**config.mk**
```make
export PLATFORM = sky130hd
export DESIGN_NAME = clk_tick_sched
export DESIGN_NICKNAME = d
export VERILOG_FILES = /design/src/rtl/clk_tick_sched.sv
export SDC_FILE = /design/constraint.sdc
export NUM_CORES = 1
export LEC_CHECK = 0
export CAP_MARGIN = 20
export CORE_MARGIN = 2
export CORE_UTILIZATION = 60
export CTS_CLUSTER_SIZE = 16
export DETAILED_ROUTE_END_ITERATION = 8
export PLACE_DENSITY = 0.79
export SLEW_MARGIN = 30
export SYNTH_ARGS = -nofsm -noshare
export SYNTH_HDL_FRONTEND = slang
export SYNTH_SLANG_ARGS = --single-unit
```
**constraint.sdc**
```tcl
create_clock -name i_clk -period 4.5 [get_ports i_clk]
set_input_delay 0.675 -clock i_clk [delete_from_list [all_inputs] [get_ports i_clk]]
set_output_delay 0.675 -clock i_clk [all_outputs]
set_load 0.02 [all_outputs]
```
**src/rtl/clk_tick_sched.sv**
```systemverilog
// clk_tick_sched: a prescaler produces a base tick every CLK_DIV clocks.
// On each base tick, a four-cycle scan updates the countdown of every
// active channel and emits a one-cycle o_tick pulse when a channel's
// period in base ticks has elapsed.
//
// Optional feature: define CLK_TICK_SCHED_LEVEL_EN to build per-channel
// toggle flops on o_level. These produce a 50%-duty square wave. Without
// the macro, o_level is tied to zero.
//
// Handshake: a configuration write is accepted in any cycle where both
// i_cfg_valid and o_cfg_ready are high. The requester holds the write
// fields stable while i_cfg_valid is high and ready is low. Ready is
// high only while the scheduler is idle, so a write can never interleave
// with a scan.
//
// o_dbg_state exposes {scanning, scan_index} so that checkers can follow
// the FSM.
module clk_tick_sched #(
    parameter int CLK_DIV = 63000,
    parameter int PW      = 16
) (
    input  logic          i_clk,
    input  logic          i_rst_n,
    input  logic          i_cfg_valid,
    output logic          o_cfg_ready,
    input  logic [1:0]    i_cfg_ch,
    input  logic          i_cfg_en,
    input  logic [PW-1:0] i_cfg_period,
    output logic [3:0]    o_tick,
    output logic [3:0]    o_level,
    output logic          o_base_tick,
    output logic [2:0]    o_dbg_state
);

    localparam int DW = (CLK_DIV > 1) ? $clog2(CLK_DIV) : 1;
    localparam logic [DW-1:0] PRESC_LAST = DW'(CLK_DIV - 1);

    typedef enum logic {
        ST_IDLE = 1'b0,
        ST_SCAN = 1'b1
    } state_t;

    state_t        state_q, state_nxt;
    logic [1:0]    idx_q, idx_nxt;
    logic [DW-1:0] presc_q;

    logic          en_q     [4];
    logic [PW-1:0] period_q [4];
    logic [PW-1:0] cnt_q    [4];

    logic [3:0]    ch_active;
    logic [3:0]    tick_nxt;
    logic          cfg_acc;
    logic          scan_hit;

    // Prescaler: free-running 0..CLK_DIV-1 counter; the only place wrap arithmetic occurs.
    always_ff @(posedge i_clk or negedge i_rst_n) begin
        if (!i_rst_n) begin
            presc_q <= '0;
        end else if (presc_q == PRESC_LAST) begin
            presc_q <= '0;
        end else begin
            presc_q <= presc_q + DW'(1);
        end
    end

    assign o_base_tick = (presc_q == PRESC_LAST);

    // FSM state register: scan state and scan index.
    always_ff @(posedge i_clk or negedge i_rst_n) begin
        if (!i_rst_n) begin
            state_q <= ST_IDLE;
            idx_q   <= 2'd0;
        end else begin
            state_q <= state_nxt;
            idx_q   <= idx_nxt;
        end
    end

    // FSM next state: start a scan on each base tick, then walk channels 0..3.
    always_comb begin
        state_nxt   = state_q;
        idx_nxt     = idx_q;
        o_cfg_ready = 1'b0;
        case (state_q)
            ST_IDLE: begin
                o_cfg_ready = 1'b1;
                if (o_base_tick) begin
                    state_nxt = ST_SCAN;
                    idx_nxt   = 2'd0;
                end
            end
            ST_SCAN: begin
                idx_nxt = idx_q + 2'd1;
                if (idx_q == 2'd3) begin
                    state_nxt = ST_IDLE;
                    idx_nxt   = 2'd0;
                end
            end
            default: begin
                state_nxt = ST_IDLE;
                idx_nxt   = 2'd0;
            end
        endcase
    end

    assign o_dbg_state = {state_q == ST_SCAN, idx_q};
    assign cfg_acc     = i_cfg_valid && o_cfg_ready;

    // Channel activity and the tick decided in this scan cycle; a zero period means inactive.
    always_comb begin
        ch_active = '0;
        tick_nxt  = '0;
        for (int k = 0; k < 4; k++) begin
            ch_active[k] = en_q[k] && (period_q[k] != '0);
        end
        scan_hit = (state_q == ST_SCAN) && ch_active[idx_q];
        if (scan_hit && (cnt_q[idx_q] == PW'(1))) begin
            tick_nxt[idx_q] = 1'b1;
        end
    end

    // Channel registers: load on accepted write, count down or reload during scan.
    always_ff @(posedge i_clk or negedge i_rst_n) begin
        if (!i_rst_n) begin
            for (int k = 0; k < 4; k++) begin
                en_q[k]     <= 1'b0;
                period_q[k] <= '0;
                cnt_q[k]    <= '0;
            end
            o_tick <= '0;
        end else begin
            o_tick <= tick_nxt;
            if (cfg_acc) begin
                en_q[i_cfg_ch]     <= i_cfg_en;
                period_q[i_cfg_ch] <= i_cfg_period;
                cnt_q[i_cfg_ch]    <= i_cfg_period;
            end
            if (scan_hit) begin
                if (cnt_q[idx_q] == PW'(1)) begin
                    cnt_q[idx_q] <= period_q[idx_q];
                end else if (cnt_q[idx_q] != '0) begin
                    cnt_q[idx_q] <= cnt_q[idx_q] - PW'(1);
                end
            end
        end
    end

`ifdef CLK_TICK_SCHED_LEVEL_EN
    logic [3:0] level_q;
    logic [3:0] level_clr;

    // A write with en=0 clears that channel's level; a write and a tick cannot coincide.
    always_comb begin
        level_clr = '0;
        if (cfg_acc && !i_cfg_en) begin
            level_clr[i_cfg_ch] = 1'b1;
        end
    end

    // Level flops toggle on the same edge that raises the channel's tick.
    always_ff @(posedge i_clk or negedge i_rst_n) begin
        if (!i_rst_n) begin
            level_q <= '0;
        end else begin
            level_q <= (level_q ^ tick_nxt) & ~level_clr;
        end
    end

    assign o_level = level_q;
`else
    assign o_level = 4'b0000;
`endif

endmodule

```
=== After elaboration in Yosys (flattened, before gate mapping) ===
Cells that the tools add are included.

* Bits in registers: 155

* $add $sub $neg: 3
* $lt $le $gt $ge: 6
* Equality and inequality tests: 4
* Mux-type cells: 34
* Bitwise logic cells: 3
* Reductions and logical operators: 15

{| class="wikitable"
|+ Operators by type and width
! cell !! number
|-
| bitwise mux 64 bit || 4
|-
| two-way mux 64 bit || 4
|-
| two-way mux 16 bit || 7
|-
| nonzero test 16 bit || 5
|-
| binary-select mux 16 bit (select 2 bit) || 2
|-
| demux 16 bit (select 2 bit) || 2
|-
| adder 16 x 1 -> 16 bit (second input constant) || 1
|-
| equality test 16 x 1 -> 1 bit (second input constant) || 1
|-
| equality test 16 bit (second input constant) || 1
|-
| subtractor 16 x 1 -> 16 bit (second input constant) || 1
|-
| logical AND 1 bit || 10
|-
| greater-or-equal comparator 3 bit (second input constant) || 2
|-
| less-than comparator 3 x 1 -> 1 bit (second input constant) || 2
|-
| two-way mux 1 bit || 6
|-
| inverter 2 -> 3 bit || 2
|-
| bitwise mux 4 bit || 1
|-
| demux 1 bit (select 2 bit) || 2
|-
| two-way mux 2 bit || 2
|-
| two-way mux 4 bit || 1
|-
| case mux 2 bit (2 select lines) || 1
|-
| less-than comparator 2 x 3 -> 1 bit (second input constant) || 1
|-
| adder 2 x 1 -> 2 bit (second input constant) || 1
|-
| binary-select mux 1 bit (select 2 bit) || 1
|-
| equality test 2 bit (second input constant) || 1
|-
| other kinds (4) || 4
|}

=== Longest topological paths before layout ===
Gate-level depths: netlist (run 1).

* Depth in word-level cells: 11
* Depth in mapped cells: 13
* Depth with buffers taken out: 9

=== Worst setup path after synthesis (run 1) ===
OpenSTA, ideal clock, no wires.

* Path type: register to register
* Start: register idx_q[1]
* End: register cnt_q[7] in the netlist's numbering
* Library setup time: 0.123 ns
* Arrival time: 3.275 ns
* Slack: 1.102 ns
* Cell stages (with the launch flop): 13
* Clock period less this slack: 3.398 ns
* Cells stage by stage: dfrtp_1 buf_2 buf_2 buf_2 mux4_2 inv_1 ha_1 nand2_1 nor3_1 o2111ai_4 nand2_2 mux2_2 o221a_1

* Longest elaborated chain between the ends: 9
* Elaborated cells on any way between the ends: 23
* Classes of those cells: add/sub (1); order compare (2); eq/ne (1); mux (15); bitwise (1); reduce/logical (3)

{| class="wikitable"
|+ Ends and longest elaborated chain
! element !! line !! text
|-
| start, declared || 44 || <nowiki>logic [1:0] idx_q, idx_nxt;</nowiki>
|-
| start signal, assigned || 76 || <nowiki>idx_q <= idx_nxt;</nowiki>
|-
| inverter 2 -> 3 bit (implied by the code) || n/a ||
|-
| binary-select mux 16 bit (select 2 bit), or another cell as far along || 140, 142, 143 ||
|-
| two-way mux 16 bit (implied by the code) / logical AND 1 bit (equally long branches) || n/a ||
|-
| two-way mux 16 bit (on tied branches) || n/a ||
|-
| subtractor 16 x 1 -> 16 bit / demux 16 bit (select 2 bit) (equally long branches) || 143, 141 ||
|-
| bitwise mux 64 bit || 143 || <nowiki>cnt_q[idx_q] <= cnt_q[idx_q] - PW'(1);</nowiki>
|-
| two-way mux 64 bit || 142 || <nowiki>end else if (cnt_q[idx_q] != '0) begin</nowiki>
|-
| two-way mux 64 bit || 140 || <nowiki>if (cnt_q[idx_q] == PW'(1)) begin</nowiki>
|-
| two-way mux 64 bit * || 139 || <nowiki>if (scan_hit) begin</nowiki>
|-
| end signal, assigned by index || 137 || <nowiki>cnt_q[i_cfg_ch] <= i_cfg_period;</nowiki>
|-
| end signal, assigned by index || 141 || <nowiki>cnt_q[idx_q] <= period_q[idx_q];</nowiki>
|-
| end signal, assigned by index || 143 ||
|-
| end, declared || 49 || <nowiki>logic [PW-1:0] cnt_q [4];</nowiki>
|}

Mark *: on every way between the ends. The rest lies on a longest branch, timed or not. The select of a mux whose other input is x is not followed.
A chain may end at the register's enable or synchronous reset.

=== Worst setup path in the final report (run 1) ===
* Start: register idx_q[0]
* End: register cnt_q[7] in the netlist's numbering

Same word-level chain as after synthesis.

==> results.txt, run 1 <==
Setup bufs post-CTS: 0
Fmax: 254 MHz
Root Driver: clkbuf_16
Layout Area Growth over Synthesis: 12.5%
CTS resizes: 0
Core Footprint: 15800 µm²
Crit share post-route: 0.874
Wire per inst: 25.6 µm
I/O pin cnt: 35
CTS Buffer Depth: 2
Leakage: 0.00498 µW
Outcome: finished, final reports clean
Final Critical Period: 3930 ps
GP Congestion: 1.01
Least-Margin Pin Slew: 1050 ps
Die W: 130 µm
Vias in the first global route: 8660
Mapped Area: 9580 µm²
DRT iter0 DRCs: 1575
Count leader, synth: nand2_1
Initial antenna violation count: 1
CTS clock-pin slew for the worst setup and hold paths: 60 ps
Area contributors post-synth: dfrtp_1 (40%), nand2_1 (11%), mux4_2 (5.9%)
RSZ-0062 raised after global routing: no
Post-synth top area cell: dfrtp_1
Post-synthesis sequential area ratio: 0.405
Layout cells sized above 1: 0.136
Synth warn: 0
Max cap viols: 0
Final setup fails: 0
CP endpoint kind: flop
Top post-synthesis cells by count: nand2_1 (292), dfrtp_1 (155), mux2i_1 (48)
Vias: 9021
Final hold viol count: 0
CTS buffer count: 17
Maximum vdd drop: 0.000282 V
# rows: 46
Clk_skew: 13.2 ps
FF-to-FF setup slack: 570 ps
Critical path peak fanout: 19
Synth top area share: 0.405
Top_reg_cell synth: dfrtp_1
Async SR Flop Fraction: 1.00
DR vias/cell: 7.09
Power Dens Cells: 389 nW/µm²
GR Overflow Total: 0
DRT Wirelength: 32.6 mm
Critical Path Start Type: flop
CP Class: reg -> reg
Post-route antenna net violation count: 0
Post-DP HPWL: 22.3 mm
DR pass1 iterations: 7
Slew margin rel.: 0.296
Pin count of the biggest net entering global routing: 87
Die Area: 17000 µm²
Setup TNS: 0 ps
Buffers on Ports: 30
Reg-to-Reg Start: idx_q[0]$_DFFE_PN0P_
Number of flops mapped to enable cells by yosys: 0
Nets@finish: 1071
First-pass GRT wire length: 50.0 mm
R2r worst-path depth: 9
Flops & latches, synth: 155
Overall Global Routing Usage: 0.398
Clock Latency Late Sink: 440 ps
Fill count: 1261
# clock sinks: 155
Unique masters post-synth: 74
Critical Path AT: 4250 ps
Worst path required time: 4820 ps
Synth Area per Inst: 9.34 µm²
Die height: 130 µm
Starting density of the core: 0.608
CTS tree: built
Mapped Cells: 1026
Final core occ: 0.684
Crit Reg-Reg Endpoint: cnt_q[7]$_DFF_PN0_
Final Slew Violations: 0
CTS H-tree depth: 4
# hold bufs at CTS: 0
Hold Path Class: in -> async
DRC viols: 0
-- per-layer routing --
layer,global-route usage,share of wire
met5,0,0
met4,0.191,0.054
met3,0.123,0.14
met2,0.581,0.43
met1,0.545,0.38
-- power by group --
| group | internal, µW | switching, µW | total [µW] |
|---|---|---|---|
| clock network | 950 | 620 | 1570 |
| logic | 358 | 510 | 868 |
| registers | 1580 | 173 | 1750 |
| total | 2890 | 1300 | 4190 |
-- worst max-delay path: stages (launching register included) --
cell	delay, ps
dfrtp_2	750
mux4_2	680
inv_1	120
ha_1	260
nand2_1	90
nor3_1	470
o2111ai_4	400
nand2_2	440
mux2_2	380
o221a_1	230
-- cell usage in the layout (no fill, tap or decap), types with 13 or more instances in the layout --
| cell | netlist | routed |
|---|---|---|
| a21boi_0 | 22 | 22 |
| a21oi_1 | 32 | 32 |
| a22oi_1 | 28 | 28 |
| and3_1 | 14 | 14 |
| buf_4 | 7 | 34 |
| clkbuf_16 | 0 | 17 |
| clkdlybuf4s50_1 | 0 | 29 |
| dfrtp_1 | 155 | 153 |
| mux2i_1 | 48 | 48 |
| mux4_2 | 25 | 25 |
| nand2_1 | 292 | 292 |
| nand3_1 | 15 | 15 |
| nor2_1 | 24 | 23 |
| nor2b_1 | 16 | 16 |
| nor3_1 | 17 | 14 |
| nor4_1 | 22 | 21 |
| o221a_2 | 13 | 13 |
| xnor2_1 | 15 | 15 |
| xor2_1 | 16 | 16 |
-- layout make-up --
type	instances	area [µm²]	share of cell area
Inverter	12	45.0	0.00418
Sequential cell	155	3880	0.360
Timing Repair Buffer	64	557	0.0516
Multi-Input combinational cell	792	5390	0.500
Tap cell	216	270	0.0251
Clock buffer	20	447	0.0414
Antenna cell	1	2.50	0.000232
Clock inverter	12	188	0.0174
-- sequential cells by signal (all words and copies together) (netlist names) --
register  count
presc_q      16
en_q          4
period_q     64
cnt_q        64
state_q       1
o_tick        4
idx_q         2
-- kinds of logic after synthesis --
kind of cell,after synthesis,share of synthesized area
other,1,0.000391
AND/OR/NAND/NOR,469,0.236
flip-flops,155,0.405
AO/OA/AOI/OAI,196,0.159
XOR/XNOR,31,0.0283
multiplexers,85,0.123
adder cells (fa/ha/maj),7,0.00914
buffers and inverters,82,0.0401
-- stage by stage --
step	total power [µW]	area, µm²	worst slack, ps	hold slack, ps	cells
6_report	4190	10800	568	306	1272
5_1_grt	4340	10800	456	373	1271
4_1_cts	4160	10800	629	332	1271
3_5_place_dp	2600	10100	658	466	1239
3_3_place_gp	2570	10100	724	459	1239
2_1_floorplan	2300	9590	1100	379	1029
-- worst max path at each step --
| stage | start | end |
|---|---|---|
| final | idx_q[0]$_DFFE_PN0P_ | cnt_q[7]$_DFF_PN0_ |
| after global routing | idx_q[0]$_DFFE_PN0P_ | cnt_q[28]$_DFF_PN0_ |
| after CTS | idx_q[0]$_DFFE_PN0P_ | cnt_q[7]$_DFF_PN0_ |
| after detailed placement | idx_q[0]$_DFFE_PN0P_ | cnt_q[7]$_DFF_PN0_ |
| after global placement | idx_q[0]$_DFFE_PN0P_ | cnt_q[7]$_DFF_PN0_ |
| after floorplan | idx_q[1]$_DFFE_PN0P_ | cnt_q[7]$_DFF_PN0_ |
Power figures use the tool's default switching activity.
==> run 2, diff against run 1 <==
SLEW_MARGIN = default   (was 30)
==> results.txt, run 2 (synthesized netlist as in run 1, its figures left out) <==
Leakage: 0.00498 µW (about the same)
DR vias/cell: 7.04 (-0.74%)
Post-DP HPWL: 22.3 mm (unchanged)
Layout Area Growth over Synthesis: 12.5% (about the same)
Crit-path cells: mux4_2 > inv_1 > ha_1 > nand2_1 > nor3_1 > o2111ai_4 > nand2_2 > mux2_2 > o221a_1
GR Util met3: 0.123 (unchanged)
Root Driver: clkbuf_16
Starting density of the core: 0.608 (unchanged)
Biggest regs: cnt_q (64), period_q (64), presc_q (16)
CTS buffer count: 17 (unchanged)
Design Area, Final: 10800 µm² (about the same)
Wire per inst: 25.6 µm (+0.19%)
Initial antenna violation count: 1 (unchanged)
DRT iter0 DRCs: 1641 (+4.2%)
CTS Buffer Depth: 2 (unchanged)
I/O pin cnt: 35 (unchanged)
CTS resizes: 0 (unchanged)
GP Congestion: 1.01 (unchanged)
DR pass1 iterations: 5 (-2)
Slew margin rel.: 0.301 (+0.00595)
Commonest non-fill, non-tap cell in the layout: nand2_1
Die Area: 17000 µm² (unchanged)
Final Slew Violations: 0 (unchanged)
Crit share post-route: 0.876 (+0.00222)
Setup TNS: 0 ps (unchanged)
Final core occ: 0.683 (about the same)
DRC viols: 0 (unchanged)
Critical path peak fanout: 19 (unchanged)
CP Class: reg -> reg
Clock Latency Late Sink: 440 ps (about the same)
Vias: 8954 (-0.74%)
# rows: 46 (unchanged)
Final hold viol count: 0 (unchanged)
Post-route antenna net violation count: 0 (unchanged)
Most frequent cells in the layout: nand2_1 (292), dfrtp_1 (153), mux2i_1 (48), buf_4 (34), a21oi_1 (32)
DRT Wirelength: 32.6 mm (+0.19%)
RSZ-0062 raised after global routing: no
Critical Path Start Type: flop
Pin count of the biggest net entering global routing: 87 (unchanged)
Layout cells sized above 1: 0.135 (-0.000948)
Worst path top cell family by delay: multiplexers
WP buf/inv: 1 (unchanged)
Die height: 130 µm (unchanged)
Die W: 130 µm (unchanged)
Worst path required time: 4820 ps (about the same)
Final Critical Period: 3940 ps (+10.0 ps)
Placement Cell Area: 10100 µm² (unchanged)
Setup bufs post-CTS: 0 (unchanged)
CTS tree: built
Vias in the first global route: 8660 (unchanged)
GR Overflow Total: 0 (unchanged)
CTS clock-pin slew for the worst setup and hold paths: 60 ps (about the same)
FF-to-FF setup slack: 560 ps (about the same)
First-pass GRT wire length: 50.0 mm (unchanged)
Max cap viols: 0 (unchanged)
# clock sinks: 155 (unchanged)
Maximum vdd drop: 0.000280 V (-0.55%)
Core Footprint: 15800 µm² (unchanged)
Least-Margin Pin Slew: 1040 ps (-12.5 ps)
Hold Path Class: in -> async
Nets@finish: 1071 (unchanged)
Fmax: 254 MHz (-0.25%)
GR peak layer: met2
# hold bufs at CTS: 0 (unchanged)
CP endpoint kind: flop
Outcome: finished, final reports clean
GRT met1 Usage: 0.545 (unchanged)
Critical Path AT: 4260 ps (about the same)
Slowest stage delay, CP: 740 ps (about the same)
Overall Global Routing Usage: 0.398 (unchanged)
Clk_skew: 13.7 ps (+0.488 ps)
Power Dens Cells: 389 nW/µm² (about the same)
CTS H-tree depth: 4 (unchanged)
Buffers on Ports: 30 (unchanged)
Fill count: 1262 (+0.079%)
Final setup fails: 0 (unchanged)
Slowest-stage cell, CP: dfrtp_2
Met2 Resource Use GR: 0.581 (unchanged)
==> run 2: worst paths after layout <==
path / from / to / depth (start not counted)
worst max-delay path: idx_q[0]$_DFFE_PN0P_ / cnt_q[7]$_DFF_PN0_ / 9
worst min-delay path: i_rst_n / period_q[28]$_DFFE_PN0P_ / 1
worst max register to register: idx_q[0]$_DFFE_PN0P_ / cnt_q[7]$_DFF_PN0_ / 9
worst min register to register: en_q[2]$_DFFE_PN0P_ / en_q[2]$_DFFE_PN0P_ / 2
max in group asynchronous: i_rst_n / cnt_q[5]$_DFF_PN0_ / 2
min in group i_clk: en_q[2]$_DFFE_PN0P_ / en_q[2]$_DFFE_PN0P_ / 2
==> run 2: power by group <==
part / total, µW / switching [µW] / leakage [µW] / internal (µW)
clock: 1560 / 615 / 0.000301 / 950
sequential: 1750 / 170 / 0.00193 / 1580
combinational: 871 / 514 / 0.00274 / 357
==> run 2: final cells by class <==
| cell class | count | area, µm² | area share |
|---|---|---|---|
| Multi-Input combinational cell | 792 | 5390 | 0.500 |
| Sequential cell | 155 | 3880 | 0.360 |
| Timing Repair Buffer | 64 | 557 | 0.0517 |
| Clock buffer | 20 | 447 | 0.0414 |
| Tap cell | 216 | 270 | 0.0251 |
| Clock inverter | 12 | 188 | 0.0174 |
| Inverter | 12 | 45.0 | 0.00418 |
| Antenna cell | 1 | 2.50 | 0.000232 |
==> run 2: through the flow <==
stage	setup slack, ps	cells	hold slack [ps]	total power [µW]
CTS	629	1271	332	4160
global route	456	1271	373	4340
detailed placement	658	1239	466	2600
global placement	724	1239	459	2570
floorplan	1100	1029	379	2300
finish	558	1272	302	4190
==> run 2: metal layers <==
layer / up-vias / wire, µm
li1: 3753 / -
met1: 4264 / 12100
met2: 757 / 14100
met3: 178 / 4620
met4: 2 / 1790
met5: - / 13
==> run 2: worst reg2reg max path: stages, from the launching register on <==
cell and delay (ps):
dfrtp_2 740, mux4_2 680, inv_1 120, ha_1 260, nand2_1 100, nor3_1 460, o2111ai_4 390, nand2_2 450
mux2_2 390, o221a_1 230
